===== config.mk =====
export PLATFORM = sky130hd
export DESIGN_NAME = ebus_responder_flat
export DESIGN_NICKNAME = d
export VERILOG_FILES = /design/src/rtl/ebus_responder_if.sv /design/src/rtl/ebus_responder.sv /design/src/flat_wrapper.sv
export SDC_FILE = /design/constraint.sdc
export NUM_CORES = 1
export LEC_CHECK = 0
export ABC_AREA = 1
export CORE_ASPECT_RATIO = 0.75
export CORE_MARGIN = 2
export CORE_UTILIZATION = 35
export CTS_CLUSTER_DIAMETER = 150
export CTS_CLUSTER_SIZE = 8
export DETAILED_ROUTE_END_ITERATION = 6
export PLACE_DENSITY = 0.77
export SLEW_MARGIN = 20
export SYNTH_ARGS = -nofsm -noshare
export SYNTH_HDL_FRONTEND = slang
export SYNTH_SLANG_ARGS = --single-unit

===== constraint.sdc =====
create_clock -name clk -period 1.4 [get_ports clk]
set_input_delay 0.21 -clock clk [delete_from_list [all_inputs] [get_ports clk]]
set_output_delay 0.21 -clock clk [all_outputs]
set_load 0.005 [all_outputs]

===== src/rtl/ebus_responder_if.sv =====
// ebus_responder_if -- EBUS handshake and data bundle between the EBOX side
// (master) and an I/O device responder (slave).
//
// Signals:
//   ebusDS      [0:6]   device select code from the EBOX
//   ebusFunc    [2:0]   function code: 0 CONO, 1 CONI, 2 DATAO, 3 DATAI, 4 PI-serve
//   ebusDemand          EBOX demand, four-phase request
//   ebusDataIn  [0:35]  muxed EBUS data seen by the responder
//   ebusXfer            responder transfer acknowledge
//   ebusDriving         responder requests the EBUS data mux
//   ebusDataOut [0:35]  responder data onto the bus, zero when not driving
//   ebusPI      [1:7]   priority-interrupt request lines

interface ebus_responder_if;
    logic [0:6]  ebusDS;
    logic [2:0]  ebusFunc;
    logic        ebusDemand;
    logic [0:35] ebusDataIn;
    logic        ebusXfer;
    logic        ebusDriving;
    logic [0:35] ebusDataOut;
    logic [1:7]  ebusPI;

    modport master (
        output ebusDS,
        output ebusFunc,
        output ebusDemand,
        output ebusDataIn,
        input  ebusXfer,
        input  ebusDriving,
        input  ebusDataOut,
        input  ebusPI
    );

    modport slave (
        input  ebusDS,
        input  ebusFunc,
        input  ebusDemand,
        input  ebusDataIn,
        output ebusXfer,
        output ebusDriving,
        output ebusDataOut,
        output ebusPI
    );
endinterface


===== src/rtl/ebus_responder.sv =====
// ebus_responder -- EBUS I/O device responder.
//
// Answers CONO / CONI / DATAO / DATAI demands addressed to DEV_NUM with a
// programmable response delay, latches write data for the device, snapshots
// device read data onto the bus, and raises one PI request line selected by
// the 3-bit PI assignment (PIA) written by CONO.
//
// Optional feature: define EBUS_PI_VECTOR_EN to enable PI-serve (function 4),
// which answers with the VECTOR parameter when the EBOX serves the level this
// device is requesting on. Without the macro function 4 is ignored.
//
// Ports:
//   clk          single clock, rising edge
//   CROBAR       synchronous active-high reset
//   ebus         ebus_responder_if.slave (select, function, demand, data in,
//                xfer, driving, data out, PI lines)
//   coniIn       [0:32] device status returned by CONI
//   dataiIn      [0:35] device data returned by DATAI
//   devIntReq    device interrupt request level
//   conoOut      [0:35] data latched by CONO
//   dataoOut     [0:35] data latched by DATAO
//   conoStrobe   one-cycle pulse when conoOut is loaded
//   dataoStrobe  one-cycle pulse when dataoOut is loaded
//   dataiAck     one-cycle pulse when dataiIn is snapshotted

module ebus_responder #(
    parameter logic [0:6]  DEV_NUM    = 7'o40,
    parameter int unsigned RESP_DELAY = 2
`ifdef EBUS_PI_VECTOR_EN
    ,
    parameter logic [0:35] VECTOR     = 36'o0
`endif
) (
    input  logic                   clk,
    input  logic                   CROBAR,
    ebus_responder_if.slave        ebus,
    input  logic [0:32]            coniIn,
    input  logic [0:35]            dataiIn,
    input  logic                   devIntReq,
    output logic [0:35]            conoOut,
    output logic [0:35]            dataoOut,
    output logic                   conoStrobe,
    output logic                   dataoStrobe,
    output logic                   dataiAck
);

    localparam logic [2:0] FN_CONO    = 3'd0;
    localparam logic [2:0] FN_CONI    = 3'd1;
    localparam logic [2:0] FN_DATAO   = 3'd2;
    localparam logic [2:0] FN_DATAI   = 3'd3;
`ifdef EBUS_PI_VECTOR_EN
    localparam logic [2:0] FN_PISERVE = 3'd4;
`endif

    localparam logic [3:0] DELAY_INIT = 4'(RESP_DELAY);

    typedef enum logic [1:0] {
        ST_IDLE,
        ST_WAIT,
        ST_XFER,
        ST_REL
    } state_t;

    state_t      state_q, state_d;
    logic        armed_q, armed_d;
    logic [2:0]  func_q, func_d;
    logic [3:0]  cnt_q, cnt_d;
    logic [2:0]  pia_q, pia_d;
    logic        xfer_q, xfer_d;
    logic        driving_q, driving_d;
    logic [0:35] data_out_q, data_out_d;
    logic [1:7]  pi_q, pi_d;
    logic [0:35] cono_q, cono_d;
    logic [0:35] datao_q, datao_d;
    logic        cono_stb_q, cono_stb_d;
    logic        datao_stb_q, datao_stb_d;
    logic        datai_ack_q, datai_ack_d;

    logic        sel_std;
    logic        sel_pi;
    logic        select_hit;

    // One request line per PI level; level 0 means "no interrupts assigned".
    function automatic logic [1:7] pi_lines(input logic [2:0] pia, input logic req);
        logic [1:7] lines;
        for (int i = 1; i <= 7; i++) begin
            lines[i] = req && (pia == 3'(i));
        end
        return lines;
    endfunction

    // Does the current bus cycle address this device with a function we serve?
    always_comb begin
        sel_std = (ebus.ebusDS == DEV_NUM) && (ebus.ebusFunc <= FN_DATAI);
`ifdef EBUS_PI_VECTOR_EN
        // PI-serve addresses by level only: ebusDS[4:6] carries the level being
        // served and must match the level this device is requesting on.
        sel_pi = (ebus.ebusFunc == FN_PISERVE) && devIntReq &&
                 (pia_q != 3'd0) && (ebus.ebusDS[4:6] == pia_q);
`else
        sel_pi = 1'b0;
`endif
        select_hit = ebus.ebusDemand && (sel_std || sel_pi);
    end

    always_comb begin
        state_d     = state_q;
        armed_d     = armed_q;
        func_d      = func_q;
        cnt_d       = cnt_q;
        pia_d       = pia_q;
        xfer_d      = xfer_q;
        driving_d   = driving_q;
        data_out_d  = data_out_q;
        cono_d      = cono_q;
        datao_d     = datao_q;
        cono_stb_d  = 1'b0;
        datao_stb_d = 1'b0;
        datai_ack_d = 1'b0;
        // PI lines lag PIA by one register stage, so a CONO that moves the
        // level swaps old and new lines on a single edge.
        pi_d        = pi_lines(pia_q, devIntReq);

        case (state_q)
            ST_IDLE: begin
                // A demand that is still high after a previous cycle (or
                // reset) must be seen low once before we answer again.
                if (!ebus.ebusDemand) begin
                    armed_d = 1'b1;
                end else if (armed_q && select_hit) begin
                    func_d  = ebus.ebusFunc;
                    cnt_d   = DELAY_INIT;
                    armed_d = 1'b0;
                    state_d = ST_WAIT;
                end
            end

            ST_WAIT: begin
                if (!ebus.ebusDemand) begin
                    // EBOX gave up before we answered: silent return to idle.
                    cnt_d   = 4'd0;
                    state_d = ST_IDLE;
                end else if (cnt_q == 4'd0) begin
                    state_d = ST_XFER;
                    xfer_d  = 1'b1;
                    case (func_q)
                        FN_CONO: begin
                            cono_d     = ebus.ebusDataIn;
                            cono_stb_d = 1'b1;
                            pia_d      = ebus.ebusDataIn[33:35];
                        end
                        FN_DATAO: begin
                            datao_d     = ebus.ebusDataIn;
                            datao_stb_d = 1'b1;
                        end
                        FN_CONI: begin
                            data_out_d = {coniIn, pia_q};
                            driving_d  = 1'b1;
                        end
                        FN_DATAI: begin
                            data_out_d  = dataiIn;
                            driving_d   = 1'b1;
                            datai_ack_d = 1'b1;
                        end
`ifdef EBUS_PI_VECTOR_EN
                        FN_PISERVE: begin
                            data_out_d = VECTOR;
                            driving_d  = 1'b1;
                        end
`endif
                        default: begin
                        end
                    endcase
                end else begin
                    cnt_d = cnt_q - 4'd1;
                end
            end

            ST_XFER: begin
                // Read data stays frozen at the entry snapshot until release.
                if (!ebus.ebusDemand) begin
                    xfer_d     = 1'b0;
                    driving_d  = 1'b0;
                    data_out_d = '0;
                    state_d    = ST_REL;
                end
            end

            ST_REL: begin
                state_d = ST_IDLE;
            end

            default: begin
                state_d = ST_IDLE;
            end
        endcase
    end

    always_ff @(posedge clk) begin
        if (CROBAR) begin
            state_q     <= ST_IDLE;
            armed_q     <= 1'b0;
            func_q      <= 3'd0;
            cnt_q       <= 4'd0;
            pia_q       <= 3'd0;
            xfer_q      <= 1'b0;
            driving_q   <= 1'b0;
            data_out_q  <= '0;
            pi_q        <= '0;
            cono_q      <= '0;
            datao_q     <= '0;
            cono_stb_q  <= 1'b0;
            datao_stb_q <= 1'b0;
            datai_ack_q <= 1'b0;
        end else begin
            state_q     <= state_d;
            armed_q     <= armed_d;
            func_q      <= func_d;
            cnt_q       <= cnt_d;
            pia_q       <= pia_d;
            xfer_q      <= xfer_d;
            driving_q   <= driving_d;
            data_out_q  <= data_out_d;
            pi_q        <= pi_d;
            cono_q      <= cono_d;
            datao_q     <= datao_d;
            cono_stb_q  <= cono_stb_d;
            datao_stb_q <= datao_stb_d;
            datai_ack_q <= datai_ack_d;
        end
    end

    assign ebus.ebusXfer    = xfer_q;
    assign ebus.ebusDriving = driving_q;
    assign ebus.ebusDataOut = data_out_q;
    assign ebus.ebusPI      = pi_q;
    assign conoOut          = cono_q;
    assign dataoOut         = datao_q;
    assign conoStrobe       = cono_stb_q;
    assign dataoStrobe      = datao_stb_q;
    assign dataiAck         = datai_ack_q;

endmodule


===== src/flat_wrapper.sv =====
// flat-port wrapper written by rule: the top's interface ports become plain ports
module ebus_responder_flat 
#(
    parameter logic [0:6]  DEV_NUM    = 7'o40,
    parameter int unsigned RESP_DELAY = 2

)
  (clk, CROBAR, coniIn, dataiIn, devIntReq, conoOut, dataoOut, conoStrobe, dataoStrobe, dataiAck, ebus_ebusDS, ebus_ebusFunc, ebus_ebusDemand, ebus_ebusDataIn, ebus_ebusXfer, ebus_ebusDriving, ebus_ebusDataOut, ebus_ebusPI);
  ebus_responder_if ebus_i ();
  input  logic clk;
  input  logic CROBAR;
  input  logic [0:32] coniIn;
  input  logic [0:35] dataiIn;
  input  logic devIntReq;
  output logic [0:35] conoOut;
  output logic [0:35] dataoOut;
  output logic conoStrobe;
  output logic dataoStrobe;
  output logic dataiAck;
  input wire logic [$bits(ebus_i.ebusDS)-1:0] ebus_ebusDS;
  input wire logic [$bits(ebus_i.ebusFunc)-1:0] ebus_ebusFunc;
  input wire logic [$bits(ebus_i.ebusDemand)-1:0] ebus_ebusDemand;
  input wire logic [$bits(ebus_i.ebusDataIn)-1:0] ebus_ebusDataIn;
  output wire logic [$bits(ebus_i.ebusXfer)-1:0] ebus_ebusXfer;
  output wire logic [$bits(ebus_i.ebusDriving)-1:0] ebus_ebusDriving;
  output wire logic [$bits(ebus_i.ebusDataOut)-1:0] ebus_ebusDataOut;
  output wire logic [$bits(ebus_i.ebusPI)-1:0] ebus_ebusPI;
  assign ebus_i.ebusDS = ebus_ebusDS;
  assign ebus_i.ebusFunc = ebus_ebusFunc;
  assign ebus_i.ebusDemand = ebus_ebusDemand;
  assign ebus_i.ebusDataIn = ebus_ebusDataIn;
  assign ebus_ebusXfer = ebus_i.ebusXfer;
  assign ebus_ebusDriving = ebus_i.ebusDriving;
  assign ebus_ebusDataOut = ebus_i.ebusDataOut;
  assign ebus_ebusPI = ebus_i.ebusPI;
  ebus_responder #(.DEV_NUM(DEV_NUM), .RESP_DELAY(RESP_DELAY)) u_core (.clk(clk), .CROBAR(CROBAR), .ebus(ebus_i), .coniIn(coniIn), .dataiIn(dataiIn), .devIntReq(devIntReq), .conoOut(conoOut), .dataoOut(dataoOut), .conoStrobe(conoStrobe), .dataoStrobe(dataoStrobe), .dataiAck(dataiAck));
endmodule

==> qor.csv, run 1 <==
stage;metric;value;unit
worst_setup_path;Critical Path End Type;flip-flop;
yosys;count of cell types in the netlist;30;
status;failing checks;setup timing;
clock_tree;Root Driver;clkbuf_16;
status;outcome;complete, but fails checks;
worst_setup_path;CP max FO;14;
yosys;post-synth top area share;47.5;%
yosys;Post-Syn Area;0.00548;mm²
yosys;dominant cell type by area after synthesis;dfxtp_1;
yosys;Seq/Total Area, Yosys;47.5;%
place;DP HPWL;12.2;mm
finish;most common cell after layout, fill and taps aside;nor2_1;
timing;# setup viols final;113;
finish;Antenna Cells;0;
worst_setup_path;CP Data Arrival Time;1.89;ns
power_and_ir_drop;Internal Power;6.84;mW
worst_setup_path;CP startpoint kind;flip-flop;
grt;maximum number of pins on one net before global-route repair;45;
power_and_ir_drop;Flop pwr share;42.7;%
yosys;Yosys reg bits;130;
clock_tree;CTS buffer count;17;
worst_setup_path;WP buf/inv;5;
place;RePlAce Congestion;0.899;
power_and_ir_drop;switching part of the total power;21.2;%
routing;initial drt markers;413;
worst_hold_path;hold_sp;CROBAR;
floorplanning;die span in y;112;µm
finish;Final #Nets;1140;
timing;Hold Vio Cnt, Final;0;
grt;overflow left after global routing;0;
clock_tree;CTS Hold Bufs;0;
floorplanning;Initial Utilization;35.9;%
grt;initial antenna violation count;0;
yosys;Synth Instances;727;
worst_setup_path;Worst path slowest cell;dfxtp_2;
power_and_ir_drop;P_leak;4.42;nW
worst_setup_path;CP cell instances;inv_2 -> ha_4 -> nand3_4 -> nor2_4 -> buf_6 -> o21ai_4 -> buf_6 -> clkinv_8 -> buf_16 -> nand2_2 -> a21oi_2;
grt;global-route usage over all layers;23.6;%
worst_setup_path;r2r setup slk;-0.22;ns
power_and_ir_drop;Comb power frac;6.7;%
worst_setup_path;R2R Path End;u_core.ebus.ebusDataOut[17];
power_and_ir_drop;Worst VDD drop;0.000757;V
timing;worst setup margin;-0.224;ns
timing;Post-Route Setup TNS;-19.07;ns
routing;DR pass1 iterations;5;
floorplanning;Die W;149;µm
timing;Tmin final;1.62;ns
worst_setup_path;CP top delay family;buffers and inverters;
clock_tree;Clock transition at path regs;0.05;ns
worst_setup_path;Reg2Reg Depth;11;
finish;Area growth syn-to-layout;79.5;%
worst_hold_path;Worst Hold End;u_core.func_q[0];
floorplanning;num ports;239;
place;Cell Area, Placed;0.00833;mm²
worst_setup_path;critical path class;reg2reg;
floorplanning;core area;0.0153;mm²
clock_tree;clock latency on the worst-skew pair;0.42;ns
run;Max-Cap Viols;0;
timing;fmax;0.616;GHz
finish;Filler Cell Count;1297;
grt;vias in the first global route;5905;
power_and_ir_drop;clock power share;50.6;%
clock_tree;Sink Count;130;
routing;WL final;20.7;mm
place;Port Buffers;238;
timing;max-slew violations;0;
power_and_ir_drop;power density over the cells;882;mW/mm²
floorplanning;total die area;0.0167;mm²
floorplanning;num rows;39;
timing;Max transition margin;56.0;%
yosys;synthesis warning total;0;
finish;share of layout cells above drive strength 1;26.5;%
routing;DR WL/cell;16.7;µm
clock_tree;buffer depth of the longest clock path;2;
finish;post-route cell area;0.00984;mm²
worst_setup_path;Worst path max stage delay;0.34;ns
place;placed insts;1166;
timing;Max Clock Skew;0.0122;ns
routing;drc violations;0;
finish;Finished Layout Cells;1235;
worst_setup_path;Req. time, crit path;1.66;ns
grt;first-pass GRT wire length;31.0;mm
yosys;Mapped Nets;848;
finish;commonest cells after routing, fill and taps aside;126 x nor2_1, 119 x dlygate4sd2_1, 116 x clkdlybuf4s50_1;
clock_tree;TritonCTS clock tree;yes;
worst_setup_path;Reg-to-Reg Start;u_core.cnt_q[0];
yosys;Avg Cell Area, Syn;7.54;µm²
timing;RSZ-0062 raised after global routing;yes;
worst_setup_path;most frequent CP cell;buf_6;
routing;ANT nets after route;0;
timing;Slew @ Worst Pin;0.660;ns
worst_hold_path;hold path cells;4;
yosys;synth top area cells;dfxtp_1 47%, nor2_1 11%, nand2_1 8.4%, a21oi_1 6.6%, nand4_1 4.2%;
routing;DR vias/cell;4.96;
routing;vias post-DR;6123;
power_and_ir_drop;Switch Pwr;1.84;mW
worst_hold_path;Min-Delay Path Class;in2reg;
clock_tree;H-tree levels;4;
timing;period utilisation layout;116;%
place;dpl ws;-0.458;ns
-- layer usage --
layer	track usage (%)	vias to the layer above	part of all wire [%]	routed length, µm
li1	-	2996	-	-
met1	31.8	2871	46	9550
met2	36.5	231	45	9350
met3	6.18	25	6.9	1420
met4	8.51	0	1.7	359
met5	0	-	0	0
-- worst reg2reg max path: cells and delay by family (launching register included) --
| kind | cells | cell delay (ns) |
|---|---|---|
| fa+ha+maj | 1 | 0.16 |
| simple gates | 3 | 0.19 |
| compound gates | 2 | 0.23 |
| flops | 1 | 0.34 |
| buf+inv | 5 | 0.57 |
-- per-stage QoR --
stage | total power, mW | util (%) | hold WS [ns]
finish | 8.68 | 64.4 | 0.190
global route | 8.96 | 64.4 | 0.220
detailed placement | 4.31 | 54.5 | 0.453
CTS | 8.73 | 61.7 | 0.173
global placement | 4.32 | 54.5 | 0.452
floorplan | 3.92 | - | 0.345
-- cells in the mapped netlist --
cell type  number
nand2_4        10
nor3_1          3
nor2_2          3
buf_4           4
o21ai_1        41
buf_6          10
buf_8           1
clkbuf_1       17
nand4_1        37
ha_1            2
nand3_2         3
or2_2           1
clkinv_2        1
o21ai_0        36
nand3_1        14
nor2_1        160
dfxtp_1       130
inv_4           1
a31oi_1         1
buf_2          18
a21oi_2        10
o21ai_4         1
inv_2           5
nor2_8          1
a21oi_1        72
nand2_1       122
nor4_1          1
buf_1           3
nor2_4          1
inv_1          18
-- kinds of logic (layout without fill, tap and decap cells) --
logic type / Yosys count / in the layout / share of synthesized area, %
buffers and inverters: 78 / 381 / 7.67
DFF: 130 / 130 / 47.5
AOI/OAI and AO/OA: 161 / 161 / 15.6
adders and majority gates: 2 / 2 / 0.456
and+or+nand+nor: 356 / 356 / 28.8
-- cell type report --
cell class | count | area, µm² | area share (%)
clock buffers | 20 | 437 | 4.44
repair inverters | 4 | 67.6 | 0.686
well taps | 205 | 256 | 2.61
clock inverters | 10 | 138 | 1.40
multi-input cells | 519 | 2830 | 28.7
flip-flops and latches | 130 | 2620 | 26.6
inverters | 25 | 135 | 1.37
repair buffers | 322 | 3360 | 34.1
-- flip-flops by register name, summed over array words and instances (netlist names), named ones only --
register,count
u_core.state_q,1
u_core.conoOut,36
u_core.ebus.ebusDataOut,36
u_core.cnt_q,4
u_core.ebus.ebusDriving,1
u_core.dataoStrobe,1
u_core.func_q,3
u_core.ebus.ebusXfer,1
u_core.dataiAck,1
u_core.armed_q,1
u_core.conoStrobe,1
u_core.dataoOut,36
u_core.ebus.ebusPI,7
-- power by group through the flow --
| stage | logic, mW | clock network, mW | registers [mW] |
|---|---|---|---|
| finish | 0.581 | 4.39 | 3.70 |
| global route | 0.626 | 4.63 | 3.70 |
| CTS | 0.554 | 4.47 | 3.70 |
| detailed placement | 0.529 | 0 | 3.78 |
| global placement | 0.531 | 0 | 3.79 |
| floorplan | 0.137 | 0 | 3.78 |
-- repair_timing --
item,in CTS,in global routing
cloned,12,6
endpoints found under the setup margin,236,118
buffers inserted,15,9
pin swaps,17,17
gates resized for setup,236,80
-- how the worst max path moves through the flow --
stage                     from                     endpoint  cells after the start
2_1_floorplan  u_core.cnt_q[0]           u_core.dataoOut[0]                     10
3_3_place_gp   ebus_ebusDemand             u_core.func_q[0]                      9
3_5_place_dp   ebus_ebusDemand           u_core.dataoOut[9]                      9
4_1_cts        u_core.cnt_q[1]      u_core.ebus.ebusDriving                     11
5_1_grt        u_core.cnt_q[1]          u_core.dataoOut[11]                     12
6_report       u_core.cnt_q[0]  u_core.ebus.ebusDataOut[17]                     11
Note: power is estimated with default switching activity, not from simulation.
==> run 2, diff against run 1 <==
--- a/config.mk
+++ b/config.mk
@@ -12,8 +12,9 @@
 export CTS_CLUSTER_DIAMETER = 150
 export CTS_CLUSTER_SIZE = 8
 export DETAILED_ROUTE_END_ITERATION = 6
-export PLACE_DENSITY = 0.77
+export PLACE_DENSITY = 0.71
 export SLEW_MARGIN = 20
 export SYNTH_ARGS = -nofsm -noshare
 export SYNTH_HDL_FRONTEND = slang
 export SYNTH_SLANG_ARGS = --single-unit
+export TNS_END_PERCENT = 1
==> run 2 against run 1 <==
  * Sequential cell count unchanged
  * Global-route usage shrank 2.2 points
  * The flow still finishes with violations (setup timing)
  * First-iteration DRC count is 13% lower
  * Setup slack improved by 0.033 ns
  * Critical path depth stayed put
  * Fmax rose by 2.1%
  * Critical endpoint is now u_core.ebus.ebusDriving
  * Register-to-register slack gained 0.03 ns
==> qor.csv, run 2 (synthesis results as in run 1) <==
stage;metric;value;unit
status;outcome;complete, but fails checks;
status;failing checks;setup timing;
timing;Slew @ Worst Pin;0.559;ns
grt;initial antenna violation count;0;
timing;Max Clock Skew;0.0128;ns
worst_setup_path;Reg-to-Reg Start;u_core.cnt_q[0];
place;Cell Area, Placed;0.00827;mm²
clock_tree;Sink Count;130;
grt;vias in the first global route;5521;
worst_hold_path;hold_sp;CROBAR;
routing;initial drt markers;361;
worst_setup_path;Reg2Reg Depth;11;
floorplanning;Initial Utilization;35.9;%
floorplanning;Die W;149;µm
finish;Antenna Cells;0;
routing;DR pass1 iterations;5;
worst_setup_path;critical path class;reg2reg;
routing;WL final;17.9;mm
timing;Max transition margin;62.7;%
power_and_ir_drop;power density over the cells;971;mW/mm²
clock_tree;Root Driver;clkbuf_16;
grt;overflow left after global routing;0;
power_and_ir_drop;P_leak;4.12;nW
timing;RSZ-0062 raised after global routing;yes;
grt;maximum number of pins on one net before global-route repair;45;
floorplanning;die span in y;112;µm
finish;post-route cell area;0.00908;mm²
timing;# setup viols final;105;
clock_tree;TritonCTS clock tree;yes;
worst_setup_path;crit path from;u_core.cnt_q[0];
timing;Hold Vio Cnt, Final;0;
place;placed insts;1164;
power_and_ir_drop;clock power share;51.8;%
routing;DR vias/cell;4.75;
worst_hold_path;Min-Delay Path Class;in2reg;
worst_hold_path;hold path cells;4;
finish;Finished Layout Cells;1206;
finish;most common cell after layout, fill and taps aside;nor2_1;
clock_tree;H-tree levels;4;
run;Max-Cap Viols;0;
timing;worst setup margin;-0.191;ns
clock_tree;buffer depth of the longest clock path;2;
worst_setup_path;CP max FO;9;
timing;max-slew violations;0;
worst_hold_path;Worst Hold End;u_core.func_q[1];
routing;ANT nets after route;0;
worst_setup_path;Req. time, crit path;1.68;ns
place;Port Buffers;238;
clock_tree;CTS buffer count;17;
routing;vias post-DR;5729;
floorplanning;total die area;0.0167;mm²
finish;Filler Cell Count;1421;
routing;DR WL/cell;14.9;µm
finish;final core utilization;59.5;%
power_and_ir_drop;Switch Pwr;1.85;mW
clock_tree;Clock transition at path regs;0.06;ns
power_and_ir_drop;Worst VDD drop;0.000661;V
clock_tree;CTS Hold Bufs;0;
power_and_ir_drop;Flop pwr share;42.0;%
floorplanning;core area;0.0153;mm²
finish;Area growth syn-to-layout;65.6;%
worst_setup_path;Critical Path End Type;flip-flop;
finish;Final #Nets;1109;
floorplanning;num rows;39;
floorplanning;num ports;239;
power_and_ir_drop;Comb power frac;6.2;%
worst_setup_path;R2R Path End;u_core.ebus.ebusDriving;
timing;fmax;0.629;GHz
place;RePlAce Congestion;0.810;
finish;commonest cells after routing, fill and taps aside;159 x nor2_1, 120 x dlygate4sd2_1, 116 x clkdlybuf4s50_1;
worst_setup_path;CP startpoint kind;flip-flop;
clock_tree;clock latency on the worst-skew pair;0.42;ns
timing;Tmin final;1.59;ns
grt;global-route usage over all layers;21.4;%
grt;first-pass GRT wire length;28.6;mm
timing;period utilisation layout;114;%
worst_setup_path;CP Data Arrival Time;1.87;ns
power_and_ir_drop;switching part of the total power;21.0;%
power_and_ir_drop;Internal Power;6.97;mW
power_and_ir_drop;Pwr Total;8.82;mW
place;DP HPWL;12.2;mm
routing;drc violations;0;
finish;share of layout cells above drive strength 1;17.8;%
worst_setup_path;r2r setup slk;-0.19;ns
## run 2: cell types whose count changed in the layout (fill, tap and decap cells not counted), sizes merged
cell / before / now
buf: 80 / 56
clkbuf: 25 / 23
clkinv: 7 / 4
clkinvlp: 2 / 3
dlygate4sd2: 119 / 120
dlymetal6s2s: 2 / 1
inv: 27 / 26
## run 2: worst max-delay path by stage
| stage | to | cells after the start |
|---|---|---|
| after global placement | u_core.dataoOut[3] | 9 |
| after detailed placement | u_core.dataoOut[10] | 9 |
| final | u_core.ebus.ebusDriving | 11 |
| after CTS | u_core.ebus.ebusDataOut[21] | 10 |
| after global routing | u_core.ebus.ebusDriving | 11 |
| after floorplan | u_core.dataoOut[0] | 10 |
## run 2: cell type report
| type | instances | area [µm²] | area share (%) |
|---|---|---|---|
| Tap cell | 205 | 256 | 2.82 |
| Clock buffer | 21 | 460 | 5.07 |
| Clock inverter | 11 | 153 | 1.68 |
| Sequential cell | 130 | 2630 | 28.9 |
| Inverter | 25 | 104 | 1.14 |
| Multi-Input combinational cell | 519 | 2560 | 28.2 |
| Timing Repair Buffer | 295 | 2920 | 32.1 |
## run 2: critical path: stages (launching register included)
cell and delay, ns:
dfxtp_2 0.34, inv_2 0.05, ha_4 0.15, nand3_4 0.07, nor2_4 0.04, buf_6 0.12, o21ai_4 0.17, clkinv_4 0.11
buf_6 0.14, buf_8 0.14, nand2_1 0.07, a21oi_1 0.06
## run 2: metal layers
layer	vias up	GRT usage [%]	share of wire, %
met3	18	5.00	5.8
met5	-	0	0
met4	0	6.16	1.2
met2	191	34.0	45
li1	2920	-	-
met1	2600	29.1	48
## run 2: metrics by stage
step / hold WS, ns / setup WS (ns) / setup TNS [ns]
6_report: 0.261 / -0.191 / -9.15
5_1_grt: 0.297 / -0.280 / -19.05
4_1_cts: 0.265 / -0.207 / -10.53
3_5_place_dp: 0.449 / -0.512 / -51.85
3_3_place_gp: 0.446 / -0.467 / -46.91
2_1_floorplan: 0.345 / -0.0706 / -2.53
## run 2: repair_timing
action | in CTS | in global routing
setup buffers | 5 | 0
resized for setup | 169 | 27
cloned | 3 | 2
endpoints found under the setup margin | 233 | 118
pin swaps | 4 | 1
## run 2: power groups by stage
stage | Combinational, mW | Sequential [mW] | Clock (mW)
after global routing | 0.592 | 3.70 | 4.82
final | 0.546 | 3.70 | 4.57
after floorplan | 0.137 | 3.78 | 0
after global placement | 0.538 | 3.78 | 0
after detailed placement | 0.536 | 3.78 | 0
after CTS | 0.542 | 3.70 | 4.65
==> run 3, diff against run 2 <==
--- a/config.mk
+++ b/config.mk
@@ -9,6 +9,7 @@
 export CORE_ASPECT_RATIO = 0.75
 export CORE_MARGIN = 2
 export CORE_UTILIZATION = 35
+export CTS_BUF_LIST = sky130_fd_sc_hd__clkbuf_4
 export CTS_CLUSTER_DIAMETER = 150
 export CTS_CLUSTER_SIZE = 8
 export DETAILED_ROUTE_END_ITERATION = 6
==> run 3 against run 2 <==
  * The flow still finishes with violations (setup timing)
  * Clock-buffer cell count shrank 2
  * Sequential share of layout area grew 2.5 points
  * Critical path depth shrank 2
  * Hold slack lost 0.11 ns
  * Core utilization shrank 2.7 points
  * Cell count shrank 0.50%
  * Routed wire length shrank 3.7%
  * Final area shrank 4.5%
  * Highest routed layer unchanged
==> qor.csv, run 3 (synthesis results as in run 1) <==
stage;metric;value;unit
finish;Area growth syn-to-layout;58.1;%
finish;Antenna Cells;0;
timing;fmax;0.640;GHz
floorplanning;Initial Utilization;35.9;%
worst_setup_path;Critical Path End Type;flip-flop;
floorplanning;core area;0.0153;mm²
clock_tree;H-tree levels;4;
worst_setup_path;CP cell instances;inv_2 -> ha_4 -> nand3_4 -> nor2_4 -> buf_6 -> o21ai_4 -> buf_8 -> nand2_1 -> a21oi_1;
worst_setup_path;CP top delay family;buffers and inverters;
place;DP HPWL;12.2;mm
finish;final core utilization;56.8;%
worst_hold_path;Min-Delay Path Class;in2reg;
floorplanning;num rows;39;
worst_setup_path;crit path from;u_core.cnt_q[0];
timing;Max Clock Skew;0.0236;ns
finish;Filler Cell Count;1471;
worst_hold_path;hold_sp;CROBAR;
finish;Final #Nets;1103;
worst_setup_path;CP startpoint kind;flip-flop;
finish;Seq. cell area;0.00272;mm²
finish;commonest cells after routing, fill and taps aside;159 x nor2_1, 120 x nand2_1, 117 x clkdlybuf4s50_1;
clock_tree;Root Driver;clkbuf_4;
timing;Max transition margin;62.4;%
routing;WL final;17.3;mm
worst_setup_path;R2R Path End;u_core.ebus.ebusDataOut[14];
grt;first-pass GRT wire length;28.2;mm
worst_setup_path;critical path class;reg2reg;
floorplanning;die span in y;112;µm
timing;Tmin final;1.56;ns
worst_setup_path;CP max FO;14;
timing;worst setup margin;-0.162;ns
floorplanning;total die area;0.0167;mm²
power_and_ir_drop;P_leak;3.62;nW
worst_setup_path;Reg2Reg Depth;9;
routing;vias post-DR;5647;
timing;Hold Vio Cnt, Final;0;
worst_setup_path;CP Data Arrival Time;2.00;ns
worst_hold_path;Worst Hold End;u_core.func_q[1];
floorplanning;num ports;239;
grt;initial antenna violation count;0;
grt;vias in the first global route;5416;
grt;global-route usage over all layers;21.0;%
timing;Slew @ Worst Pin;0.563;ns
worst_hold_path;hold path cells;4;
finish;area taken by multi-input logic gates;0.00250;mm²
worst_setup_path;WP buf/inv;3;
timing;period utilisation layout;112;%
power_and_ir_drop;power density over the cells;800;mW/mm²
timing;max-slew violations;0;
floorplanning;Die W;149;µm
worst_setup_path;Worst path max stage delay;0.36;ns
finish;share of layout cells above drive strength 1;23.6;%
worst_setup_path;Worst path slowest cell;dfxtp_2;
status;failing checks;setup timing;
routing;initial drt markers;366;
routing;DR WL/cell;14.4;µm
place;Port Buffers;238;
run;Max-Cap Viols;0;
worst_setup_path;r2r setup slk;-0.16;ns
worst_setup_path;Req. time, crit path;1.84;ns
power_and_ir_drop;Worst VDD drop;0.000428;V
timing;RSZ-0062 raised after global routing;yes;
clock_tree;clock latency on the worst-skew pair;0.52;ns
clock_tree;CTS Hold Bufs;0;
clock_tree;buffer depth of the longest clock path;2;
clock_tree;Sink Count;130;
status;outcome;complete, but fails checks;
place;dpl ws;-0.512;ns
clock_tree;CTS buffer count;17;
grt;overflow left after global routing;0;
routing;DR pass1 iterations;4;
routing;ANT nets after route;0;
routing;drc violations;0;
clock_tree;Clock transition at path regs;0.11;ns
grt;maximum number of pins on one net before global-route repair;45;
clock_tree;TritonCTS clock tree;yes;
place;RePlAce Congestion;0.810;
routing;DR vias/cell;4.71;
finish;most common cell after layout, fill and taps aside;nor2_1;
worst_setup_path;Reg-to-Reg Start;u_core.cnt_q[0];
timing;# setup viols final;113;
-- run 3: final cells by class --
cell class              instances  area share [%]
clock buffers                  19            1.64
clock inverters                13            1.85
inverters                      25            1.20
multi-input cells             519            28.9
flip-flops and latches        130            31.4
well taps                     205            2.96
repair buffers                289            32.1
-- run 3: how the worst max path moves through the flow --
stage / endpoint / cells after the start
finish: u_core.ebus.ebusDataOut[14] / 9
global route: u_core.ebus.ebusDataOut[14] / 9
CTS: u_core.ebus.ebusDataOut[21] / 10
detailed placement: u_core.dataoOut[10] / 9
global placement: u_core.dataoOut[3] / 9
floorplan: u_core.dataoOut[0] / 10
-- run 3: power by group --
part	total [mW]	internal (mW)	switching, mW	leakage, nW
Combinational	0.539	0.357	0.182	2.37
Clock	2.70	1.28	1.42	0.155
Sequential	3.70	3.69	0.00139	1.10
-- run 3: repair_timing --
action	CTS	global route
pin swaps	3	1
endpoints found under the hold margin	0	0
resized for setup	221	107
cloned	0	0
setup endpoints to repair	233	196
buffers inserted	4	0
-- run 3: routing by layer --
layer / track usage (%) / vias to the layer above / wire length [µm]
met5: 0 / - / 0
met4: 5.02 / 0 / 127
met3: 4.76 / 10 / 983
met2: 33.6 / 170 / 8020
met1: 29.1 / 2556 / 8120
li1: - / 2911 / -
-- run 3: worst register-to-register path: cells and delay by family (launching register included) --
family                   cells  cell delay, ns
adder cells (fa/ha/maj)      1            0.15
AO/OA/AOI/OAI                2            0.38
buffers and inverters        3            0.42
flip-flops                   1            0.36
AND/OR/NAND/NOR              3            0.18
-- run 3: metrics by stage --
stage	TNS, ns	hold WS, ns	instances	area, µm²	power (mW)
global placement	-46.91	0.446	1164	8270	4.32
floorplan	-2.53	0.345	727	5510	3.92
global route	-18.81	0.136	1200	8670	7.25
detailed placement	-51.85	0.449	1164	8270	4.32
CTS	-8.89	0.116	1200	8590	7.03
finish	-7.65	0.150	1200	8670	6.93
==> patch 1, RTL diff (settings of run 2) <==
The option `EBUS_PI_VECTOR_EN` is turned on by a define.
--- a/src/rtl/ebus_responder.sv
+++ b/src/rtl/ebus_responder.sv
@@ -22,6 +22,8 @@
 //   conoStrobe   one-cycle pulse when conoOut is loaded
 //   dataoStrobe  one-cycle pulse when dataoOut is loaded
 //   dataiAck     one-cycle pulse when dataiIn is snapshotted
+
+`define EBUS_PI_VECTOR_EN
 
 module ebus_responder #(
     parameter logic [0:6]  DEV_NUM    = 7'o40,
Behaviour: no difference found for any inputs over 4 cycles, from zero or initial values; that may be too few to reach the edited logic, so the function may still have changed.
==> patch 1 against run 2 <==
  * The flow still finishes with violations (negative setup slack)
  * Worst setup slack improved by 51 ps
  * Combinational power up 6.2%
  * Via count down 4.2%
  * First-iteration DRC count down 11%
  * Cell area is 0.73% lower
  * Routed wire length shrank 8.7%
  * Worst hold slack got worse by 91 ps
  * Area after synthesis is 1.9% lower
  * Power fell by 1.2%
  * Sequential cell count is the same
  * Clock skew fell by 5.4 ps
  * Utilization increased by 0.14 points
==> patch 1: results (changes against run 2) <==
Final WS setup -> -139.4 ps (was -190.7 ps)
via count -> 5488 (was 5729)
vias in the first global route -> 5339 (was 5521)
Gates resized, CTS repair -> 175 (was 169)
Final Wtd Congestion -> 0.8294 (was 0.8097)
Cells after Synth -> 696 (was 727)
slew margin rel. -> 68.60% (was 62.74%)
Hold EP -> u_core.cnt_q[2] (was u_core.func_q[1])
crit path DAT -> 1830 ps (was 1870 ps)
GRT Total Usage -> 20.17% (was 21.39%)
design area -> 0.009015 mm^2 (was 0.009081 mm^2)
Post-Syn Nets -> 817 (was 848)
HPWL Detailed -> 11810 um (was 12190 um)
largest net degree at the start of global routing -> 44 (was 45)
Reg2Reg Depth -> 9 (was 11)
skew final -> 7.477 ps (was 12.83 ps)
delay-heaviest family, CP -> simple AND/OR/NAND/NOR gates (was buffers and inverters)
DR WL met2 -> 7398 um (was 8133 um)
first-pass GRT wire length -> 26890 um (was 28570 um)
final setup vio count -> 109 (was 105)
sequential area share after synthesis -> 48.39% (was 47.46%)
failing checks -> negative setup slack (unchanged)
met3 wire length -> 926 um (was 1040 um)
Critical Path Start -> u_core.func_q[0] (was u_core.cnt_q[0])
Synth top cells by count -> 200 x nor2_1, 130 x dfxtp_1, 96 x o21ai_0 (was 160 x nor2_1, 130 x dfxtp_1, 122 x nand2_1)
share of layout cells above drive strength 1 -> 19.37% (was 17.78%)
synth unique cells -> 29 (was 30)
Placed Cells -> 1153 (was 1164)
met3 usage -> 5.574% (was 5.000%)
status -> finished with violations (unchanged)
Filler Cell Count -> 1450 (was 1421)
initial DRC count -> 323 (was 361)
-- patch 1: cell count changes in the layout (fill, tap and decap cells not counted), moves of 19 or more --
cell | before | now
nand2_1 | 97 | 31
a21oi_1 | 71 | 12
nand4_1 | 37 | 1
inv_1 | 15 | 50
a22oi_2 | 0 | 34
o21ai_0 | 31 | 64
nand3_1 | 12 | 42
nor2_1 | 159 | 186
nand2_2 | 24 | 5
-- patch 1: worst reg2reg max path, delay by kind of cell, from the launching register on --
| family | cells | cell delay (ps) |
|---|---|---|
| DFF | 1 | 340 |
| buffers and inverters | 4 | 440 |
| and+or+nand+nor | 5 | 650 |
-- patch 1: cell type report --
class                      count  area share, %
clock buffer                  18          4.872
clock inverter                14          1.721
inverter                      61          2.540
multi-input combinational    462          27.61
sequential                   130          29.10
tap                          205          2.845
timing repair buffer         296          31.31
-- patch 1: report_power, final --
part / total [uW] / switching (uW) / internal, uW
Sequential: 3700 / 1.37 / 3700
Combinational: 580 / 207 / 373
Clock: 4430 / 1730 / 2700
==> patch 2, RTL diff (settings of run 2) <==
Made on the original files. Encoding of `state_t`: now Gray code (2 bits for 4 states).
--- a/src/rtl/ebus_responder.sv
+++ b/src/rtl/ebus_responder.sv
@@ -55,10 +55,10 @@
     localparam logic [3:0] DELAY_INIT = 4'(RESP_DELAY);
 
     typedef enum logic [1:0] {
-        ST_IDLE,
-        ST_WAIT,
-        ST_XFER,
-        ST_REL
+        ST_IDLE = 2'b00,
+        ST_WAIT = 2'b01,
+        ST_XFER = 2'b11,
+        ST_REL  = 2'b10
     } state_t;
 
     state_t      state_q, state_d;
Behaviour: no difference found for any inputs over 4 cycles, from zero or initial values; so few cycles prove little.
==> patch 2 against run 2 <==
  * The run still ends with negative setup slack left
  * Maximum frequency rose by 6.2%
  * Sequential cell count stayed put
  * Synthesized cell count increased by 0.28%
  * Clock power fell by 5.3%
  * Power decreased by 2.7%
  * Via count fell by 1.1%
  * Worst setup slack improved by 93 ps
  * Final cell count down 1.5%
  * Cell area down 3.6%
  * Utilization increased by 0.33 points
  * Routed wire length decreased by 3.7%
  * Area after synthesis shrank 3.4%
  * Critical path type unchanged
  * Largest cell class unchanged
  * Largest power group unchanged
==> patch 2: results (changes against run 2) <==
Worst-Margin Slew -> 391.8 ps (was 558.9 ps)
Reg2Reg Depth -> 9 (was 11)
Net Sw Power -> 1843 uW (was 1852 uW)
top cells by area, synth -> dfxtp_1 49%, a21oi_1 11%, nand2_1 9.4% (was dfxtp_1 47%, nor2_1 11%, nand2_1 8.4%)
largest net degree at the start of global routing -> 54 (was 45)
Final clock-cell share -> 6.616% (was 6.751%)
design area -> 0.008756 mm^2 (was 0.009081 mm^2)
WL final -> 17250 um (was 17910 um)
Placed Area -> 0.008159 mm^2 (was 0.008273 mm^2)
final setup vio count -> 112 (was 105)
HPWL Detailed -> 11710 um (was 12190 um)
failing checks -> negative setup slack (unchanged)
clock power share -> 50.5% (was 51.8%)
Final Wtd Congestion -> 0.7986 (was 0.8097)
XOR/XNOR Fraction of Synth Area -> 0.1654% (was 0%)
share of layout cells above drive strength 1 -> 11.03% (was 17.78%)
Peak VDD IR -> 820.7 uV (was 661.1 uV)
Filler Cell Count -> 1430 (was 1421)
setup TNS -> -6713 ps (was -9154 ps)
inverter count -> 23 (was 25)
RR Endpoint -> u_core.conoOut[8] (was u_core.ebus.ebusDriving)
Critical Path Fanout Max -> 19 (was 9)
met2 Use GR -> 32.26% (was 34.04%)
register area -> 0.002610 mm^2 (was 0.002628 mm^2)
DR WL met2 -> 7871 um (was 8133 um)
status -> finished with violations (unchanged)
Cell Count, Final, Fillers Out -> 1188 (was 1206)
Clk. pwr -> 4330 uW (was 4570 uW)
met3 usage -> 6.198% (was 5.000%)
Post-Syn Nets -> 850 (was 848)
#MultiIn Comb -> 521 (was 519)
Synth Area in Compound Gates -> 18.57% (was 15.61%)
Cells after Synth -> 729 (was 727)
Final WS setup -> -98.12 ps (was -190.7 ps)
clk_buf instances -> 20 (was 21)
## patch 2: changes by cell type after synthesis, sizes merged, moves of 4 or more
cell	run 2	this run
a21oi	82	117
buf	36	19
clkbuf	17	36
nand2	132	136
nand3	17	79
nand4	37	1
nor2	165	103
## patch 2: how the worst min path moves through the flow
stage	slack, ps	depth (start not counted)	endpoint	start
after CTS	270	4	u_core.conoOut[35]	CROBAR
after global routing	290	3	u_core.ebus.ebusDataOut[24]	CROBAR
after global placement	450	2	u_core.ebus.ebusDriving	u_core.ebus.ebusDriving
after detailed placement	460	2	u_core.ebus.ebusDriving	u_core.ebus.ebusDriving
final	280	4	u_core.conoOut[35]	CROBAR
after floorplan	340	2	u_core.func_q[0]	ebus_ebusFunc[0]
## patch 2: timing repair
action / CTS / global route
endpoints found under the setup margin: 209 / 112
pin swaps: 0 / 18
cloned: 0 / 2
gates resized for setup: 125 / 45
setup buffers: 0 / 3
